$ cat config.mk
export PLATFORM = sky130hd
export DESIGN_NAME = debug_feeder
export DESIGN_NICKNAME = d
export VERILOG_FILES = /design/src/rtl/debug_feeder_pkg.sv /design/src/rtl/debug_feeder_fifo.sv /design/src/rtl/debug_feeder.sv
export SDC_FILE = /design/constraint.sdc
export NUM_CORES = 1
export LEC_CHECK = 0
export BUFFER_PORTS_ARGS = -buffer_cell sky130_fd_sc_hd__buf_2
export CORE_MARGIN = 2
export CORE_UTILIZATION = 25
export DETAILED_ROUTE_END_ITERATION = 7
export MAX_ROUTING_LAYER = met4
export SYNTH_ARGS = -nofsm -noshare
export SYNTH_HDL_FRONTEND = slang
export SYNTH_HIERARCHICAL = 1
export SYNTH_SLANG_ARGS = --single-unit
$ cat constraint.sdc
create_clock -name i_clk25Mhz -period 6.5 [get_ports i_clk25Mhz]
set_input_delay 1.625 -clock i_clk25Mhz [delete_from_list [all_inputs] [get_ports i_clk25Mhz]]
set_output_delay 1.625 -clock i_clk25Mhz [all_outputs]
set_load 0.03 [all_outputs]
$ cat src/rtl/debug_feeder_pkg.sv
// Shared debug types: LED update record, colour codes, feeder depth and writer FSM states.
package debug_feeder_pkg;

   localparam int FEED_DEPTH_DEFAULT = 8;

   typedef enum logic [1:0] {Off, Red, Green, Blue} Color;

   typedef struct packed {
      logic [3:0] ledNo;
      Color       color;
      logic       status;
   } debugInfo_t;

   typedef enum logic [1:0] {IDLE, SETUP, STROBE, HOLD} feed_state_e;

endpackage

$ cat src/rtl/debug_feeder_fifo.sv
// Circular FIFO with occupancy count; a push is dropped when full and a pop is dropped when empty.
// o_count_nxt exposes next-cycle occupancy so the owner can register flow-control from it.
module debug_fifo
   import debug_feeder_pkg::*;
#(
   parameter int  DEPTH = FEED_DEPTH_DEFAULT,
   parameter type T     = debugInfo_t
) (
   input  logic                    i_clk,
   input  logic                    i_rst,
   input  logic                    i_push,
   input  T                        i_din,
   input  logic                    i_pop,
   output T                        o_dout,
   output logic [$clog2(DEPTH):0]  o_count,
   output logic [$clog2(DEPTH):0]  o_count_nxt
);

   localparam int AW = $clog2(DEPTH);
   localparam int CW = AW + 1;

   T              mem_q [DEPTH];
   logic [AW-1:0] wr_ptr_q, wr_ptr_d;
   logic [AW-1:0] rd_ptr_q, rd_ptr_d;
   logic [CW-1:0] count_q, count_d;
   logic          do_push, do_pop;

   function automatic logic [AW-1:0] ptr_inc(input logic [AW-1:0] p);
      return (p == AW'(DEPTH - 1)) ? '0 : p + AW'(1);
   endfunction

   always_comb begin
      do_push  = i_push && (count_q != CW'(DEPTH));
      do_pop   = i_pop && (count_q != '0);
      wr_ptr_d = do_push ? ptr_inc(wr_ptr_q) : wr_ptr_q;
      rd_ptr_d = do_pop ? ptr_inc(rd_ptr_q) : rd_ptr_q;
      count_d  = count_q;
      if (do_push && !do_pop) begin
         count_d = count_q + CW'(1);
      end else if (do_pop && !do_push) begin
         count_d = count_q - CW'(1);
      end
   end

   always_ff @(posedge i_clk or posedge i_rst) begin
      if (i_rst) begin
         wr_ptr_q <= '0;
         rd_ptr_q <= '0;
         count_q  <= '0;
      end else begin
         wr_ptr_q <= wr_ptr_d;
         rd_ptr_q <= rd_ptr_d;
         count_q  <= count_d;
      end
   end

   // Storage needs no reset: entries are only visible through the pointers.
   always_ff @(posedge i_clk) begin
      if (do_push) begin
         mem_q[wr_ptr_q] <= i_din;
      end
   end

   assign o_dout      = mem_q[rd_ptr_q];
   assign o_count     = count_q;
   assign o_count_nxt = count_d;

endmodule

$ cat src/rtl/debug_feeder.sv
// Buffers LED debug updates and replays each one as a single-cycle active-low write toward visuMon.
// Writes go out at most one per 3 cycles; o_ready drops while the buffer holds FEED_DEPTH entries.
module debug_feeder
   import debug_feeder_pkg::*;
#(
   parameter int FEED_DEPTH = FEED_DEPTH_DEFAULT
) (
   input  logic                        i_clk25Mhz,
   input  logic                        i_reset,
   input  logic                        i_valid,
   output logic                        o_ready,
   input  debugInfo_t                  i_debugInfo,
   output logic                        o_cs,
   output debugInfo_t                  o_debugInfo,
   output logic [$clog2(FEED_DEPTH):0] o_level,
   output logic                        o_busy
);

   localparam int LW = $clog2(FEED_DEPTH) + 1;

   feed_state_e   state_q, state_d;
   debugInfo_t    info_q, info_d;
   logic          ready_q, ready_d;
   logic [LW-1:0] seen_q, seen_d;
   logic [LW-1:0] count, count_nxt;
   logic          push, pop;
   debugInfo_t    head;

   debug_fifo #(
      .DEPTH (FEED_DEPTH),
      .T     (debugInfo_t)
   ) u_fifo (
      .i_clk       (i_clk25Mhz),
      .i_rst       (i_reset),
      .i_push      (push),
      .i_din       (i_debugInfo),
      .i_pop       (pop),
      .o_dout      (head),
      .o_count     (count),
      .o_count_nxt (count_nxt)
   );

   // The FSM decides on last cycle's occupancy (seen_q); pops are at least
   // three cycles apart, so this copy never claims an entry already taken.
   always_comb begin
      state_d = state_q;
      info_d  = info_q;
      pop     = 1'b0;
      push    = i_valid && ready_q;
      ready_d = (count_nxt != LW'(FEED_DEPTH));
      seen_d  = count;
      case (state_q)
         IDLE, HOLD: begin
            if (seen_q != '0) begin
               pop     = 1'b1;
               info_d  = head;
               state_d = SETUP;
            end else begin
               state_d = IDLE;
            end
         end
         SETUP:   state_d = STROBE;
         STROBE:  state_d = HOLD;
         default: state_d = IDLE;
      endcase
   end

   always_ff @(posedge i_clk25Mhz or posedge i_reset) begin
      if (i_reset) begin
         state_q <= IDLE;
         info_q  <= '0;
         ready_q <= 1'b0;
         seen_q  <= '0;
      end else begin
         state_q <= state_d;
         info_q  <= info_d;
         ready_q <= ready_d;
         seen_q  <= seen_d;
      end
   end

   assign o_cs        = (state_q != STROBE);
   assign o_debugInfo = info_q;
   assign o_ready     = ready_q;
   assign o_level     = count;
   assign o_busy      = (state_q != IDLE) || (count != '0);

endmodule

Yosys cells after proc, flatten, opt, wreduce, memory -nomap -nowiden:

Memories as Yosys holds them, arrays and structs flattened. A register that Yosys moved wholly into a read port is not among the register bits.
Index checks and enable logic that the tools add are counted.

* bitwise operators: 0
* $mul: 0
* $lt $le $gt $ge: 0
* shift-type cells: 0
* divide/modulo/power cells: 0
* reductions and logical operators: 14
* equal/unequal tests: 8
* muxes and demuxes: 10
* add/sub/neg operators: 4

Operators by type and width (number)
* 4-bit 2-to-1 mux: 2
* 4-bit != test, second input constant: 2
* 4-bit nonzero test: 2
* 3-bit by 1-bit adder with 3-bit output, second input constant: 2
* 3-bit equality test, second input constant: 2
* 3-bit 2-to-1 mux: 2
* 2-bit case mux with 3 select lines: 1
* 1-bit logical AND: 5
* 1-bit 2-to-1 mux: 5
* 4-bit by 1-bit adder with 4-bit output, second input constant: 1
* 2-bit equality test, second input constant: 2
* 4-bit by 1-bit subtractor with 4-bit output, second input constant: 1
* 2-bit by 1-bit equality test with 1-bit output, second input constant: 1
* 1-bit logical NOT: 2
* 2-bit logical NOT: 1
* 2-bit != test, second input constant: 1
* 2-bit AND reduction: 1
* 2-bit nonzero test: 1
* 2-bit OR reduction: 1
* 1-bit logical OR: 1

* register bits after elaboration: 17
* input bits: 10
* bits in latches: 0
* ROM bits: 0
* memory bits (writable): 56
* logic and storage cells: 43
* memories kept: 1

Memory list
* u_fifo.mem_q: words 8, width 7, read ports 1, clocked after Yosys merged registers in 1, wr ports 1, line debug_feeder_fifo.sv:22 `T mem_q [DEPTH];`

Longest topological paths before layout:

Gate-level depths: netlist of the first run.

* depth after elaboration: 8
* gate-level depth with buffers: 9

Hierarchy:

Netlist of the first run, hierarchy kept.

Modules (own cells, without submodules)
* debug_fifo: cells each 168, area an instance 2884.0 um2, seq. area each 1931.9 um2, times used 1
* debug_feeder: cells each 34, area an instance 523.0 um2, seq. area each 350.3 um2, times used 1

Worst setup path after synthesis of the first run:

Ideal clock, no wire load.

* path type: input -> register
* start: input i_valid
* end: memory u_fifo/mem_q[0][0] (netlist bit), enable pin
* setup time: 0.390 ns
* cell stages on the path: 4
* data required time: 6.110 ns
* setup slack: 3.220 ns
* arrival time: 2.889 ns
* path through: and2_1 buf_2 o21ai_1 nor4_1

* cells in the longest elaborated chain, start to end: 4

Ends and longest elaborated chain
* start: declaration: line debug_feeder.sv:10 `input logic i_valid,`
* 1-bit logical AND: line debug_feeder.sv:49 `push = i_valid && ready_q;`
* 1-bit logical AND: line debug_feeder_fifo.sv:33 `do_push = i_push && (count_q != CW'(DEPTH));`
* 1-bit 2-to-1 mux: line debug_feeder_fifo.sv:59 `if (do_push) begin`
* 1-bit 2-to-1 mux (not written as such): line debug_feeder_fifo.sv:60 `mem_q[wr_ptr_q] <= i_din;`
* end: declaration: line debug_feeder_fifo.sv:22

No other way between the ends.

Final worst setup path of the first run:

* start: input i_valid
* end: memory u_fifo/mem_q[1][1] (netlist bit), enable pin

* cells in the longest elaborated chain, start to end: 4

Ends and longest elaborated chain
* 1-bit logical AND: line debug_feeder.sv:49
* net push: line debug_feeder.sv:26 `logic push, pop;`
* 1-bit logical AND: line debug_feeder_fifo.sv:33
* 1-bit 2-to-1 mux: line debug_feeder_fifo.sv:59
* 1-bit 2-to-1 mux (not written as such): line debug_feeder_fifo.sv:60

The timed path passes the listed nets, and every way through them passes these cells.

==> results.md, run 1 <==
- After the first detailed-routing iteration, the DRC count stood at 83.
- Global routing consumed, over all layers together, under 10% of the routing resources.
- In this run the mean area of a mapped cell was approximately 17 um^2.
- By area the synthesized netlist is led by edfxtp_1 (49%), dfrtp_1 (18%), mux4_1 (11%).
- Leaving out fill and tap cells, the most frequent cells in the layout are edfxtp_1 (56), dfrtp_1 (24), buf_2 (23).
- The final max-slew violation count is 0.
- Summed over all instances, the cell type with the most area after synthesis is edfxtp_1.
- For this configuration, the core starts out at a cell density of 25.63%.
- The endpoint arrival time on the critical path is around 3.5 ns.
- For the worst-skew pair, the clock arrives at the later sink with an insertion delay of 0.34 ns.
- The switching power of the nets is 0.7002 mW.
- Setup repair after global routing left no endpoint under its margin.
- The longest clock path from root to sink contains 2 buffers.
- The count of unresolved DRC violations after routing is 0.
- After legalization and detailed placement, the total HPWL measured 4.368 mm.
- The initial antenna violation count is 0.
- For this block, the routed nets add up to between 6 and 7 mm of wire.
- The cell area after synthesis is 3407 um^2.
- Measured along the y axis, the die boundary spans 120.7 um.
- The share of synthesized area in the top cell type comes to about 49%.
- Summed over all layers, the global routing overflow is 0.
- For this run, the detailed router's first-pass iteration total came to 4.
- The share of cells above drive strength 1 is 25.53%.
- The vias per cell is 4.494.
- Yosys mapped the design onto 35 distinct sky130hd cell types.
- The category of the worst setup path launch point is an input port.
- The internal power of the cells is around 1.3 mW.
- After routing, the total negative slack on setup checks comes to 0 ns.
- The smallest clock period supported by the final layout is computed as 3.512 ns.
- The final worst slack is 2.988 ns.
- The maximum number of pins on one net before global-route repair is 24.
- The clock network fraction of design power is 24.8%.
- The most common cell after layout, fill and taps aside is edfxtp_1.
- The number of nets with antenna violations after routing is 0.
- The final route contains ~1.8k vias.
- The type of the worst setup path is input port to flip-flop.
- The number of hold-slack violations in the final timing report came to 0.
- The signed area change from the synthesized netlist to the final layout is 17.30%.
- The max capacitance violation total is 0.
- The power per unit of standard cell area is 499.7 nW/um^2.
- The maximum ir drop on the vdd rail is 0.1558 mV.
- The floorplan step set the die width to 120.7 um.
- The minimum setup slack after placement is 2.624 ns.
- In this run the worst path has a maximum fanout of 13.
- The area of the core is 13300 um^2.
- Summed over all cells, the static leakage comes to between 1 and 1.5 nW.
- The synthesized netlist net count is 220.
- CTS placed an instance of clkbuf_16 at the clock tree root.
- The TritonCTS clock tree is yes.
- The clock edge transition at the registers on the reported setup and hold paths is 0.06 ns.
- The wire length of the first global-routing pass is 10.25 mm.
- The number of setup buffers added after CTS is 0.
- The number of global-route vias before repair is around 1.9k.
- The layout net count is between 200 and 250.
- The register area share after synthesis is 66.98%.
- For the worst setup path, the data required time is approximately 6.5 ns.
- The worst pin sits at a relative slew slack of between 20% and 30%.
- Port buffering added 23 buffers.
- The number of warnings reported in the yosys synthesis log is 6.
- Buffers inserted to repair hold after CTS numbered 0.
- Clock tree synthesis found a total of 80 sinks.
- Routability-driven placement finished with a final weighted congestion of 0.7697.
- The flow ran to the end, and the final reports show no timing, DRC or antenna violations.
- Gates resized during post-CTS repair numbered 0.
- The detail-routed net length per standard cell is 15.60 um.
- The clock buffer count from CTS is 9.
- Synthesis produced a netlist whose cell count is 202.
- The critical path's largest stage delay is 0.68 ns.
- The number of rows in the core area is 42.
- For this design the top-level I/O count stands at 24.
- Of the total power, the share spent switching nets is 35.06%.
- The achievable frequency is about 0.28 GHz.
- The signal on the critical path passes through buf_2 -> and2_1 -> a21boi_0 -> nand2_1 -> nor3_1.
- The slowest library cell on the worst path is nor3_1.
- The final-report setup violation count is 0.
- The floorplan step defined a die boundary enclosing 14580 um^2.
- The part of the total power dissipated in combinational logic is 34.4%.
- After layout, the worst path uses 54.03% of the clock period.
- Of the total power, registers draw about two fifths.
- The maximum level of the CTS H-tree is 3.
- The number of synthesized register bits is 80.
- The number of diodes is 0.
- The worst hold path belongs to the class flip-flop to flip-flop.
- At the pin with the least slew margin, the transition time is 1.133 ns.
- In this run the register-to-register setup slack is 3.51 ns.
- Across the routed clock network, the largest skew measured is ~0.0075 ns.
- The worst setup path is captured at a flip-flop.
==> registers in the layout, summed over array words and instances, names as in the netlist <==
register         count
o_ready              1
state_q              2
u_fifo/o_count       4
seen_q               4
u_fifo/rd_ptr_q      3
u_fifo/mem_q        56
u_fifo/wr_ptr_q      3
o_debugInfo          7
==> area by class of cell <==
class,count,area (um^2)
clock buffer,10,229.0
multi-input combinational,107,1044
clock inverter,6,68.82
sequential,80,2282
tap,176,220.2
timing repair buffer,24,122.6
inverter,8,30.03
fill,1290,9299
==> synthesized netlist by cell type (all sizes together) <==
cell type	number
or4b	1
and2	1
or3	1
nor2	7
mux2i	3
a211oi	1
inv	8
nor4	4
edfxtp	56
nor2b	1
a21o	3
dfrtp	24
nand2	15
nand2b	5
ha	8
clkbuf	3
nand4	2
o221ai	2
mux4	14
a311oi	2
a21oi	6
xnor2	1
and3	1
mux2	15
nor3	8
buf	4
a21boi	1
o21ai	5
==> cell families (layout without fill, tap and decap cells) <==
group	after synthesis	count (layout)	synth area share, %
buffers and inverters	15	48	2.387
AOI/OAI and AO/OA	20	20	3.820
DFF	80	80	66.98
adders and majority gates	8	8	2.938
and+or+nand+nor	46	46	6.978
xor gates and xnor gates	1	1	0.2571
muxes	32	32	16.64
==> routing by layer <==
layer / vias up / share of wire (%) / global-route usage (%)
met5: - / 0 / -
met3: 11 / 5.4 / 2.453
met4: 0 / 1.9 / 5.305
met2: 47 / 46 / 14.55
li1: 851 / - / -
met1: 938 / 47 / 12.38
==> final timing paths <==
check | startpoint | depth (start not counted) | end
worst max register to register | state_q[0] | 8 | o_ready
min in group asynchronous | i_reset | 2 | u_fifo/o_count[2]
worst min-delay path | o_debugInfo[1] | 1 | o_debugInfo[1]
worst max-delay path | i_valid | 5 | u_fifo/mem_q[1][1]
max in group asynchronous | i_reset | 2 | o_debugInfo[2]
worst min register to register | o_debugInfo[1] | 1 | o_debugInfo[1]
==> metrics by stage <==
step	instance area (um^2)	hold WS, ns	std cells	util, %	power, mW
2_1_floorplan	3407	0.5466	202	-	1.343
6_report	3996	0.4992	411	30.06	1.997
4_1_cts	3996	0.5058	411	30.06	2.019
3_5_place_dp	3699	0.4912	395	27.82	1.519
3_3_place_gp	3699	0.4851	395	27.82	1.491
5_1_grt	3996	0.5232	411	30.06	2.118
==> worst max-delay path: cells and delay by family <==
| kind | cells | cell delay [ns] |
|---|---|---|
| buffers and inverters | 1 | 0.07 |
| AND/OR/NAND/NOR | 3 | 1.28 |
| AO/OA/AOI/OAI | 1 | 0.49 |
==> power by group through the flow <==
stage	Clock, mW	Sequential [mW]	Combinational [mW]
global placement	0	0.821	0.670
CTS	0.508	0.818	0.693
floorplan	0	0.824	0.519
global route	0.530	0.835	0.754
detailed placement	0	0.828	0.691
finish	0.496	0.814	0.688
Power figures use the tool's default switching activity.
==> run 2: changes to the inputs <==
Clock period 6.5 ns to 3.1 ns, I/O delays scaled along.
==> run 2 against run 1 <==
  * First-iteration DRC count down 28%
  * Final cell count up 2.7%
  * Core utilization up 0.45 points
  * Die area unchanged
  * Via count down 0.27%
  * Critical path depth up 3
  * Count of clock-buffer cells in the layout down 1
  * Critical path type is now flip-flop to flip-flop
  * Largest cell class unchanged
==> results.md, run 2 (synthesis results as in run 1) <==
- Outcome: completed (unchanged).
- The maximum number of pins on one net before global-route repair came to 17 (was 24).
- The area of the core came to 13300 um^2 (unchanged).
- The vias per cell is 4.365 (was 4.494).
- The share of cells above drive strength 1 is 28.57% (was 25.53%).
- The path class of the lowest-slack min-delay path is input port to asynchronous set/reset pin (was flip-flop to flip-flop).
- The final weighted congestion in routability-driven placement is 0.7748 (was 0.7697).
- The type of the worst setup path is flip-flop to flip-flop (was input port to flip-flop).
- The largest fanout on the critical path was 16 (was 13).
- The maximum ir drop on the vdd rail came to 0.3441 mV (was 0.1558 mV).
- The instance area at placement is 3774 um^2 (was 3699 um^2).
- The register name with the most flops is u_fifo/mem_q (unchanged).
- The number of rows in the core area is 42 (unchanged).
- The max capacitance violation total was 0 (unchanged).
- The cell at the root of the clock tree is clkbuf_16 (unchanged).
- The overall track demand over capacity in global routing is 9.652% (was 9.818%).
- The power per unit of standard cell area is 1033 nW/um^2 (was 499.7 nW/um^2).
- The largest buffer count on any clock path is 2 (unchanged).
- The category of the worst setup path launch point is a flip-flop (was input port).
- The count of TritonRoute iterations in the first routing pass came to 4 (unchanged).
- The detail-routed net length per standard cell came to 15.15 um (was 15.60 um).
- The most common cell after layout, fill and taps aside is edfxtp_1 (unchanged).
- The post-route total power is 4.189 mW (was 1.997 mW).
- The number of global-route vias before repair came to 1887 (was 1867).
- Most frequent cells in the layout: edfxtp_1 (56), dfrtp_1 (24), buf_2 (23) (unchanged).
- The smallest clock period supported by the final layout is computed as ~2.7 ns.
- The power share of the sequential group is 40.6% (was 40.7%).
- The number of placed I/O pins is 24 (unchanged).
- The critical path's top delay family is simple AND/OR/NAND/NOR gates (unchanged).
- The hold-fix buffer count after cts is 0 (unchanged).
- The post-cts repair resize count was 0 (unchanged).
- The final-report setup violation count is 0 (unchanged).
- The number of port buffers is 23 (unchanged).
- Critical path, cell by cell: inv_1 -> ha_1 -> nor2_2 -> nand2b_1 -> nor4_1 -> a21oi_1 -> a21oi_1 -> or4b_2 (was buf_2 -> and2_1 -> a21boi_0 -> nand2_1 -> nor3_1).
- The wire length of the first global-routing pass was 10.05 mm (was 10.25 mm).
- The internal power of the cells is 2.688 mW (was 1.297 mW).
- The final critical-path share of the clock period is 85.78%.
- The buffers plus inverters on the worst setup path came to 1 (unchanged).
- The sum of net half-perimeters after detailed placement is 4.177 mm (was 4.368 mm).
- The signed area change from the synthesized netlist to the final layout was 19.06% (was 17.30%).
- The area of the multi-input gates came to 1044 um^2 (unchanged).
- The clock sink count is 80 (unchanged).
- The finished layout cell area is 4056 um^2 (was 3996 um^2).
- The combined flip-flop and latch cell area is 2282 um^2 (unchanged).
- The total congestion overflow is 0 (unchanged).
- The final max-slew violation count is 0 (unchanged).
- The endpoint arrival time on the critical path is 2.85 ns (was 3.47 ns).
- The initial antenna violation count is 1 (was 0).
- The total of fill cells in the finished design is 1326 (was 1290).
- The clock network fraction of design power is 23.5% (was 24.8%).
- The final cell utilization of the core was 30.51% (was 30.06%).
- The leakage power is 1.510 nW (was 1.473 nW).
- The number of violations reported at the end of detailed-routing iteration 0 was 60 (was 83).
- The clock edge transition at the registers on the reported setup and hold paths is 0.06 ns (about the same).
- The worst slew margin relative to its limit came to 44.02% (was 23.90%).
- The via total after detailed routing is 1842 (was 1847).
- The part of the total power dissipated in combinational logic is 35.9% (was 34.4%).
- The clock buffer count from CTS came to 9 (unchanged).
- The overall die width is 120.7 um (unchanged).
- The height of the chip is 120.7 um (unchanged).
- The slew at the pin with the worst max-slew slack is 0.8397 ns (was 1.133 ns).
- Unrepaired setup endpoints after global routing: false (unchanged).
- The number of setup buffers added after CTS came to 0 (unchanged).
- Counting stages on the worst path, the most repeated cell is a21oi_1.
- The number of nets with antenna violations after routing was 0 (unchanged).
- The switching power of the nets is 1.501 mW (was 0.7002 mW).
- The post-detailed-routing wire length is 6.394 mm (was 6.413 mm).
- The sum of negative setup slack is 0 ns (unchanged).
- The clock skew after layout is 0.006107 ns (was 0.007541 ns).
- The maximum level of the CTS H-tree is 3 (unchanged).
- The TritonCTS clock tree is yes (unchanged).
- The clock latency reported for the late side of the worst-skew pair was 0.33 ns (was 0.34 ns).
- The achievable frequency is about 0.38 GHz.
- The layout net count is 258 (was 248).
- The slowest library cell on the worst path is or4b_2 (was nor3_1).
- The count of unresolved DRC violations after routing came to 0 (unchanged).
- The number of flip-flops under the largest register name is 56 (unchanged).
- The total die area was 14580 um^2 (unchanged).
- The net switching share of the total power came to 35.84% (was 35.06%).
- The number of hold-slack violations in the final timing report is 0 (unchanged).
- The critical path endpoint category is a flip-flop (unchanged).
- The data required time of the critical path is 3.30 ns (was 6.46 ns).
- The initial standard-cell utilization of the core is 25.63% (unchanged).
- The critical path's largest stage delay is 0.59 ns (was 0.68 ns).
==> run 2: final cells by class <==
| class | count | area share (%) |
|---|---|---|
| Clock buffer | 9 | 5.552 |
| Clock inverter | 7 | 1.357 |
| Sequential cell | 80 | 56.26 |
| Antenna cell | 1 | 0.06169 |
| Multi-Input combinational cell | 107 | 25.72 |
| Tap cell | 176 | 5.429 |
| Inverter | 8 | 0.7403 |
| Timing Repair Buffer | 34 | 4.874 |
==> run 2: routing by layer <==
metal  part of all wire, %  track usage [%]
met1                    47            12.20
met2                    48            14.80
met3                   4.0            2.830
met4                   1.5            3.488
met5                     0                -
==> run 2: worst paths after layout <==
kind,startpoint,to,slack (ns),depth (start not counted)
setup / recovery,state_q[0],o_ready,0.44,8
hold / removal,i_reset,u_fifo/o_count[0],0.44,2
setup reg to reg,state_q[0],o_ready,0.44,8
hold reg to reg,o_debugInfo[1],o_debugInfo[1],0.50,1
max in group asynchronous,i_reset,o_debugInfo[4],2.23,2
min in group i_clk25Mhz,o_debugInfo[1],o_debugInfo[1],0.50,1
==> run 2: stage by stage <==
stage	hold slack, ns	std cells	setup WS, ns
3_3_place_gp	0.4929	405	0.3693
3_5_place_dp	0.4974	405	0.3427
6_report	0.4353	422	0.4409
4_1_cts	0.4455	421	0.4769
5_1_grt	0.4811	422	0.3006
2_1_floorplan	0.5466	202	0.4924
==> run 2: power groups by stage <==
stage	registers, mW	logic (mW)	clock network, mW
after floorplan	1.73	1.09	0
after global placement	1.72	1.48	0
after detailed placement	1.74	1.51	0
after CTS	1.72	1.52	1.01
after global routing	1.75	1.64	1.05
final	1.70	1.50	0.985
==> run 2: worst register-to-register path, delay by kind of cell (launching register included) <==
family,cells,cell delay [ns]
simple gates,4,1.56
fa+ha+maj,1,0.34
flops,1,0.33
compound gates,2,0.25
buf+inv,1,0.05
==> run 3: changes to the inputs <==
==> constraint.sdc (replaced) <==
create_clock -name i_clk25Mhz -period 3.1 [get_ports i_clk25Mhz]
set_input_delay 0.93 -clock i_clk25Mhz [delete_from_list [all_inputs] [get_ports i_clk25Mhz]]
set_output_delay 0.93 -clock i_clk25Mhz [all_outputs]
set_load 0.03 [all_outputs]
==> run 3 against run 2 <==
  * Via count increased by 0.92%
  * Non-clock buffer count increased by 1
  * Critical path depth unchanged
  * First-iteration DRC count increased by 77%
  * Worst setup slack improved by 0.012 ns
  * Routed wire length increased by 5.2%
  * Maximum frequency increased by 0.44%
  * Worst hold slack improved by 0.069 ns
  * Largest cell class unchanged
  * Highest routed layer unchanged
==> results.md, run 3 (synthesis results as in run 1) <==
- The combined flip-flop and latch cell area is 2282 um^2 (unchanged).
- The clock latency reported for the late side of the worst-skew pair came to 0.33 ns (about the same).
- The overall track demand over capacity in global routing was 10.17% (was 9.652%).
- The register-to-register path setup slack came to 0.45 ns (was 0.44 ns).
- The number of rows in the core area came to 42 (unchanged).
- The detail-routed net length per standard cell is 15.93 um (was 15.15 um).
- The number of violations reported at the end of detailed-routing iteration 0 came to 106 (was 60).
- The maximum ir drop on the vdd rail is 0.2817 mV (was 0.3441 mV).
- The final critical-path share of the clock period is 85.41% (was 85.78%).
- The largest buffer count on any clock path is 2 (unchanged).
- The data required time of the critical path is 3.30 ns (about the same).
- The number of hold-slack violations in the final timing report came to 0 (unchanged).
- The layout net count came to 259 (was 258).
- The category of the worst setup path launch point is a flip-flop (unchanged).
- The final critical path time including I/O delays and setup is 2.648 ns (was 2.659 ns).
- The post-detailed-routing wire length is 6.724 mm (was 6.394 mm).
- The endpoint arrival time on the critical path is 2.85 ns (about the same).
- The area of the multi-input gates came to 1044 um^2 (unchanged).
- The sum of net half-perimeters after detailed placement is 4.322 mm (was 4.177 mm).
- The initial standard-cell utilization of the core is 25.63% (unchanged).
- The register name with the most flops was u_fifo/mem_q (unchanged).
- The share of cells above drive strength 1 is 28.86% (was 28.57%).
- The total of fill cells in the finished design is 1305 (was 1326).
- The height of the chip is 120.7 um (unchanged).
- Outcome: completed (unchanged).
- The slew at the pin with the worst max-slew slack came to 0.8023 ns (was 0.8397 ns).
- The clock buffer count from CTS is 9 (unchanged).
- The type of the worst setup path is flip-flop to flip-flop (unchanged).
- The origin of the worst setup path is state_q[1] (was state_q[0]).
- The final weighted congestion in routability-driven placement is 0.7600 (was 0.7748).
- The reg-to-reg critical path endpoint is o_ready (unchanged).
- The final-report setup violation count is 0 (unchanged).
- The length in cells of the worst reg-to-reg path is 8 (unchanged).
- The number of setup buffers added after CTS came to 0 (unchanged).
- The via total after detailed routing is 1859 (was 1842).
- Critical path, cell by cell: inv_1 -> ha_1 -> nor2_2 -> nand2b_1 -> nor4_1 -> a21oi_1 -> a21oi_1 -> or4b_2 (unchanged).
- The total die area is 14580 um^2 (unchanged).
- The total congestion overflow is 0 (unchanged).
- The number of placed I/O pins is 24 (unchanged).
- The final max-slew violation count is 0 (unchanged).
- The leakage power came to 1.526 nW (was 1.510 nW).
- The maximum number of pins on one net before global-route repair came to 17 (unchanged).
- The number of global-route vias before repair is 1914 (was 1887).
- The cell at the root of the clock tree is clkbuf_16 (unchanged).
- The wire length of the first global-routing pass is 10.56 mm (was 10.05 mm).
- Unrepaired setup endpoints after global routing: false (unchanged).
- The post-cts repair resize count is 0 (unchanged).
- The most common cell after layout, fill and taps aside was edfxtp_1 (unchanged).
- Most frequent cells in the layout: edfxtp_1 (56), dfrtp_1 (24), buf_2 (23) (unchanged).
- The count of unresolved DRC violations after routing came to 0 (unchanged).
- The critical path endpoint category is a flip-flop (unchanged).
- The achievable frequency is 0.3777 GHz (was 0.3761 GHz).
- The largest fanout on the critical path is 14 (was 16).
- The most prevalent standard cell on the critical path is a21oi_1 (unchanged).
- The total number of cells along the worst setup path is 8 (unchanged).
- The final cell utilization of the core was 30.67% (was 30.51%).
- The TritonCTS clock tree is yes (unchanged).
- The power per unit of standard cell area came to 1045 nW/um^2 (was 1033 nW/um^2).
- The area of the core is 13300 um^2 (unchanged).
- The slowest library cell on the worst path is or4b_2 (unchanged).
- The buffers plus inverters on the worst setup path is 1 (unchanged).
- The clock edge transition at the registers on the reported setup and hold paths was 0.06 ns (about the same).
- The maximum level of the CTS H-tree is 3 (unchanged).
- The number of flip-flops under the largest register name is 56 (unchanged).
- The overall die width was 120.7 um (unchanged).
- The signed area change from the synthesized netlist to the final layout is 19.68% (was 19.06%).
- The last element of the critical path was o_ready (unchanged).
- The path class of the lowest-slack min-delay path is flip-flop to flip-flop (was input port to asynchronous set/reset pin).
- The vias per cell is 4.405 (was 4.365).
- The startpoint of the worst register-to-register path is state_q[1] (was state_q[0]).
- The worst slew margin relative to its limit is 46.51% (was 44.02%).
- The clock skew after layout is 0.008134 ns (was 0.006107 ns).
- The critical path's top delay family was simple AND/OR/NAND/NOR gates (unchanged).
- The number of nets with antenna violations after routing is 0 (unchanged).
- The max capacitance violation total was 0 (unchanged).
- The sum of negative setup slack is 0 ns (unchanged).
- The number of port buffers was 23 (unchanged).
- The clock sink count is 80 (unchanged).
- The initial antenna violation count came to 0 (was 1).
- The critical path's largest stage delay is 0.59 ns (about the same).
- The number of diodes is 0 (was 1).
- The count of TritonRoute iterations in the first routing pass was 4 (unchanged).
- The hold-fix buffer count after cts is 0 (unchanged).
run 3: cell types whose count changed in the layout (fill, tap and decap cells not counted):
cell / change
inv_6: -1
clkinv_1: -1
clkinvlp_4: -1
buf_4: +1
bufinv_16: +1
clkinv_4: +1
clkinv_2: +1
clkbuf_1: +1
diode_2: -1
inv_8: -1
run 3: worst min path at each step:
stage                            start  cells after the start                 end
global route            o_debugInfo[6]                      1      o_debugInfo[6]
detailed placement      o_debugInfo[6]                      1      o_debugInfo[6]
global placement        o_debugInfo[6]                      1      o_debugInfo[6]
floorplan           u_fifo/wr_ptr_q[1]                      2  u_fifo/wr_ptr_q[1]
CTS                     o_debugInfo[6]                      1      o_debugInfo[6]
finish                  o_debugInfo[3]                      1      o_debugInfo[3]
run 3: final cells by class:
| class | instances | share of cell area [%] |
|---|---|---|
| Clock buffer | 10 | 5.615 |
| Clock inverter | 6 | 1.657 |
| Inverter | 8 | 0.7364 |
| Multi-Input combinational cell | 107 | 25.59 |
| Sequential cell | 80 | 55.97 |
| Tap cell | 176 | 5.400 |
| Timing Repair Buffer | 35 | 5.032 |
run 3: per-layer routing:
layer	vias to the layer above	global-route usage (%)	part of all wire, %
met5	-	-	0
met4	0	3.488	1.6
met3	8	3.066	3.7
met2	31	16.00	49
met1	945	12.52	46
li1	875	-	-
run 3: power breakdown:
part	internal (mW)	total (mW)	switching [mW]
combinational	0.719	1.51	0.794
clock	0.626	1.04	0.414
sequential	1.42	1.71	0.287
run 3: per-stage QoR:
stage / power (mW) / std cells / instance area [um^2] / setup WS [ns] / hold WS [ns]
after floorplan: 2.816 / 202 / 3407 / 0.4924 / 0.5466
after global placement: 3.207 / 406 / 3781 / 0.3711 / 0.4922
after detailed placement: 3.263 / 406 / 3781 / 0.2806 / 0.4960
after CTS: 4.320 / 422 / 4078 / 0.4593 / 0.5093
after global routing: 4.540 / 422 / 4078 / 0.3029 / 0.5218
final: 4.262 / 422 / 4078 / 0.4524 / 0.5043
